<file path="src/rtl/if_stage_pkg.sv">
// Shared defines for the MIPS fetch front end: enable levels, bus types, NOP word and fetch states.
package if_stage_pkg;

    localparam logic RstEnable   = 1'b1;
    localparam logic RstDisable  = 1'b0;
    localparam logic ChipEnable  = 1'b1;
    localparam logic ChipDisable = 1'b0;

    localparam logic [31:0] ZeroWord = 32'h0000_0000;
    localparam logic [31:0] NOP_INST = 32'h0000_0000;

    typedef logic [31:0] inst_addr_bus_t;
    typedef logic [31:0] inst_bus_t;

    // IDLE keeps the ROM disabled; FETCH streams instructions until the next reset.
    typedef enum logic {
        IDLE  = 1'b0,
        FETCH = 1'b1
    } fetch_state_e;

endpackage

</file>
<file path="src/rtl/if_stage_if_id_reg.sv">
// IF/ID pipeline register with stall, bubble and start-up priority (reset > hold > bubble > idle > load).
import if_stage_pkg::*;

module if_id_reg (
    input  logic           clk,
    input  logic           rst,
    input  logic           stall_if_i,
    input  logic           stall_id_i,
    input  logic           ce_i,
    input  inst_addr_bus_t pc_i,
    input  inst_bus_t      inst_i,
    output inst_addr_bus_t id_pc_o,
    output inst_bus_t      id_inst_o
);

    inst_addr_bus_t id_pc_q, id_pc_d;
    inst_bus_t      id_inst_q, id_inst_d;

    always_comb begin
        id_pc_d   = id_pc_q;
        id_inst_d = id_inst_q;
        if (stall_id_i) begin
            id_pc_d   = id_pc_q;
            id_inst_d = id_inst_q;
        end else if (stall_if_i || ce_i == ChipDisable) begin
            id_pc_d   = ZeroWord;
            id_inst_d = NOP_INST;
        end else begin
            id_pc_d   = pc_i;
            id_inst_d = inst_i;
        end
    end

    always_ff @(posedge clk) begin
        if (rst == RstEnable) begin
            id_pc_q   <= ZeroWord;
            id_inst_q <= NOP_INST;
        end else begin
            id_pc_q   <= id_pc_d;
            id_inst_q <= id_inst_d;
        end
    end

    assign id_pc_o   = id_pc_q;
    assign id_inst_o = id_inst_q;

endmodule

</file>
<file path="src/rtl/if_stage.sv">
// Instruction fetch stage: PC counter, ROM request and IF/ID register.
// Optional IF_STAGE_FETCH_CNT_EN adds fetch_cnt_o, counting real instructions handed to decode.
import if_stage_pkg::*;

module if_stage #(
    parameter logic [31:0] RESET_PC = 32'h0000_0000,
    parameter int unsigned PC_STEP  = 4
) (
    input  logic           clk,
    input  logic           rst,
    input  logic           stall_if_i,
    input  logic           stall_id_i,
    output logic           rom_ce_o,
    output inst_addr_bus_t rom_addr_o,
    input  inst_bus_t      rom_data_i,
    output inst_addr_bus_t id_pc_o,
`ifdef IF_STAGE_FETCH_CNT_EN
    output inst_bus_t      id_inst_o,
    output logic [31:0]    fetch_cnt_o
`else
    output inst_bus_t      id_inst_o
`endif
);

    fetch_state_e   state_q, state_d;
    inst_addr_bus_t pc_q, pc_d;

    // PC is pinned to RESET_PC while the ROM is disabled, so FETCH always starts there.
    always_comb begin
        state_d = state_q;
        pc_d    = pc_q;
        if (state_q == IDLE) begin
            state_d = FETCH;
            pc_d    = RESET_PC;
        end else if (!stall_if_i) begin
            pc_d = pc_q + 32'(PC_STEP);
        end
    end

    always_ff @(posedge clk) begin
        if (rst == RstEnable) begin
            state_q <= IDLE;
            pc_q    <= RESET_PC;
        end else begin
            state_q <= state_d;
            pc_q    <= pc_d;
        end
    end

    assign rom_ce_o   = (state_q == FETCH) ? ChipEnable : ChipDisable;
    assign rom_addr_o = pc_q;

    if_id_reg u_if_id_reg (
        .clk        (clk),
        .rst        (rst),
        .stall_if_i (stall_if_i),
        .stall_id_i (stall_id_i),
        .ce_i       (rom_ce_o),
        .pc_i       (pc_q),
        .inst_i     (rom_data_i),
        .id_pc_o    (id_pc_o),
        .id_inst_o  (id_inst_o)
    );

`ifdef IF_STAGE_FETCH_CNT_EN
    logic [31:0] fetch_cnt_q, fetch_cnt_d;

    // Only a genuine ROM-to-decode transfer counts; bubbles, holds and IDLE do not.
    always_comb begin
        fetch_cnt_d = fetch_cnt_q;
        if (!stall_id_i && !stall_if_i && rom_ce_o == ChipEnable) begin
            fetch_cnt_d = fetch_cnt_q + 32'd1;
        end
    end

    always_ff @(posedge clk) begin
        if (rst == RstEnable) begin
            fetch_cnt_q <= 32'd0;
        end else begin
            fetch_cnt_q <= fetch_cnt_d;
        end
    end

    assign fetch_cnt_o = fetch_cnt_q;
`endif

endmodule
</file>
<file path="config.mk">
export PLATFORM = sky130hd
export DESIGN_NAME = if_stage
export DESIGN_NICKNAME = d
export VERILOG_FILES = /design/src/rtl/if_stage_pkg.sv /design/src/rtl/if_stage_if_id_reg.sv /design/src/rtl/if_stage.sv
export SDC_FILE = /design/constraint.sdc
export NUM_CORES = 1
export LEC_CHECK = 0
export BUFFER_PORTS_ARGS = -buffer_cell sky130_fd_sc_hd__buf_2
export CORE_MARGIN = 1
export CORE_UTILIZATION = 35
export CTS_BUF_LIST = sky130_fd_sc_hd__clkbuf_4
export DETAILED_ROUTE_END_ITERATION = 8
export GPL_TIMING_DRIVEN = 0
export PLACE_DENSITY_LB_ADDON = 0.08
export SETUP_SLACK_MARGIN = 0.5
export SLEW_MARGIN = 20
export SYNTH_ARGS = -nofsm -noshare
export SYNTH_HDL_FRONTEND = slang
export SYNTH_SLANG_ARGS = --single-unit
</file>
<file path="constraint.sdc">
create_clock -name clk -period 6.1 [get_ports clk]
set_input_delay 1.22 -clock clk [delete_from_list [all_inputs] [get_ports clk]]
set_output_delay 1.22 -clock clk [all_outputs]
set_load 0.01 [all_outputs]
</file>
==> results.py <==
metrics = {
    "clock_network": {
        "hold_buffers": 0,
        "cts_root_buf": "clkbuf_4",
        "clock-sinks": 93,
        "path_clk_slew_ns": 0.14,
        "cts_tree": "yes",
        "cts_setup_buffers": 0,
        "cts_made_buffers": 9,
        "h-tree-depth": 3,
        "post_cts_resized": 0,
        "cts_buffer_depth": 2,
        "clk_latency_ns": 0.43,
    },
    "worst_setup_path": {
        "cp.required_ns": 6.47,
        "slowest_delay_ns": 0.86,
        "crit_path_end_kind": "flip-flop",
        "arrival_ns": 3.09,
        "crit_type": "input pin to flip-flop",
        "cpMaxStageDelayCell": "nor3b_1",
        "critPathLaunchType": "input pin",
        "path_cells": "clkbuf_1 -> nor3b_1 -> clkbuf_1 -> a22oi_1 -> nor2_1",
        "crit_path_frequent_cell": "clkbuf_1",
        "critPathMaxFanout": 10,
    },
    "synthesis": {
        "yosys_warnings": 0,
        "synthArstFlopShare": 0,
        "synth-edff-count": 0,
        "yosysTopAreaCell": "dfxtp_1",
        "ys.flop_type": "dfxtp_1",
        "synthesis.instances": 379,
        "synth_top_area_share": 0.5282,
        "avgSynthCellArea_sq_um": 9.300,
        "synthDistinctLibCells": 37,
        "synth_seq_cells": 93,
        "syn-cell-area_sq_um": 3525,
        "synthTopCellsByArea": "dfxtp_1 53%, a22oi_1 13%, nor2_1 8.0%",
        "synth-seq-area-share": 0.5282,
    },
    "cells_and_area": {
        "area_delta_synth_final_pct": 29.29,
        "layout_commonest_cell": "buf_2",
        "drive_gt1_frac": 0.3002,
        "utilization": 0.4662,
        "final_cell_mix": "126 x buf_2, 93 x dfxtp_1, 75 x nor2_1",
        "antenna_cells": 0,
        "finalNetCount": 555,
    },
    "timing": {
        "finalSetupViolCount": 0,
        "min_period_ns": 2.714,
        "rsz0062_at_grt": "false",
        "max_freq_ghz": 0.3685,
        "final_hold_viol_count": 0,
        "setup-tns-final_ns": 0,
        "slew_viol_final": 0,
        "fin_skew_ns": 0.01049,
        "slew_headroom": 0.3513,
        "holdWs_ns": 0.5213,
        "worstMarginPinSlew_ns": 0.9709,
        "period_share": 0.4448,
    },
    "power_and_ir_drop": {
        "p_leak_nw": 1.942,
        "vdd_ir_drop_max_v": 0.0001061,
        "power_mw": 1.171,
        "powerDensity_nw_per_um2": 256.9,
    },
    "flow_run": {
        "cap_violations": 0,
    },
    "drt": {
        "dr_total_vias": 3305,
        "firstDrtPassIters": 4,
        "drtAntennaViolNets": 0,
        "drc": 0,
        "via_per_inst": 5.038,
        "wl_per_cell_microns": 14.19,
        "routed_wl_mm": 9.309,
        "drt_iter0_drc": 108,
    },
    "floorplanning": {
        "start_util": 0.3606,
        "die_w_microns": 102.4,
        "rows": 36,
        "design.core.area_sq_um": 9774,
        "die_h_microns": 102.4,
        "die-area_sq_um": 10480,
        "ios": 133,
    },
    "placed_design": {
        "place.detailed.hpwl_mm": 6.642,
        "io_buffers": 125,
        "gp_congestion": 0.7397,
    },
    "grt": {
        "grt_max_degree": 16,
        "overflow": 0,
        "grt-busiest-layer": "met2",
        "grt_antenna_before_repair": 0,
        "grtUsageMet3": 0.05540,
        "grt_pass1_vias": 2899,
        "grt.met1_usage": 0.2195,
        "grt.met2_usage": 0.3010,
        "track_usage": 0.1790,
        "grt_pass1_wl_mm": 14.51,
    },
    "worst_hold_path": {
        "hold_class": "flip-flop to flip-flop",
    },
    "run_status": {
        "status": "completed",
    },
}
[Yosys cell counts (3+ instances only)]
library cell,number
o31ai_1,12
nand2_1,12
o21ai_0,5
a22oi_1,62
buf_4,4
a21oi_1,18
or2_2,3
nand4_1,4
nor2_1,75
dfxtp_1,93
inv_1,4
xnor2_1,5
or4_1,14
nand3_1,10
xor2_1,6
clkbuf_1,26
[critical path, delay by kind of cell]
family,cells,cell delay (ns)
AOI/OAI and AO/OA,1,0.13
buffers and inverters,2,0.76
and+or+nand+nor,2,0.97
[kinds of logic after synthesis]
group	Yosys count	synth area share
flops	93	0.5282
mux	1	0.002840
buf+inv	37	0.04827
compound gates	97	0.1903
xor+xnor	11	0.02733
simple gates	138	0.1984
fa+ha+maj	1	0.003549
other cells	1	0.001064
[power breakdown]
part           switching (mW)  internal [mW]  leakage, nW
registers             0.00352          0.613        0.751
logic                  0.0376         0.0227         1.08
clock network           0.205          0.289        0.114
[cell type report]
class / instances / area (sq um)
inverters: 4 / 15.01
repair buffers: 125 / 625.6
fillers: 997 / 5218
well taps: 133 / 166.4
multi-input cells: 252 / 1504
clock buffers: 9 / 67.56
plain buffers: 33 / 155.1
flip-flops and latches: 93 / 1862
clock inverters: 7 / 161.4
[per-layer routing]
metal	vias to the layer above	share of wire	wire [microns]
met2	103	0.47	4375
met5	-	0	0
li1	1637	-	-
met3	10	0.056	520
met4	0	0.015	142
met1	1555	0.46	4271
[worst paths after layout]
| kind | cells past startpoint | to | slack, ns | startpoint |
|---|---|---|---|---|
| max | 5 | u_if_id_reg.id_pc_o[25] | 3.39 | stall_id_i |
| min | 2 | u_if_id_reg.id_inst_o[16] | 0.52 | u_if_id_reg.id_inst_o[16] |
| max reg2reg | 6 | rom_addr_o[22] | 3.74 | rom_addr_o[2] |
| min reg2reg | 2 | u_if_id_reg.id_inst_o[16] | 0.52 | u_if_id_reg.id_inst_o[16] |
[sequential cells by signal (all words and copies together), names as in the netlist]
register               cells
u_if_id_reg.id_inst_o     32
rom_addr_o                30
state_q                    1
u_if_id_reg.id_pc_o       30
[metrics by stage]
stage                     instances  worst slack [ns]  area, sq um
after detailed placement        640             2.912         4328
after global placement          640             2.977         4328
after CTS                       656             3.381         4557
final                           656             3.386         4557
after floorplan                 382             3.210         3536
after global routing            656             3.174         4557
(Power assumes the default switching activity.)
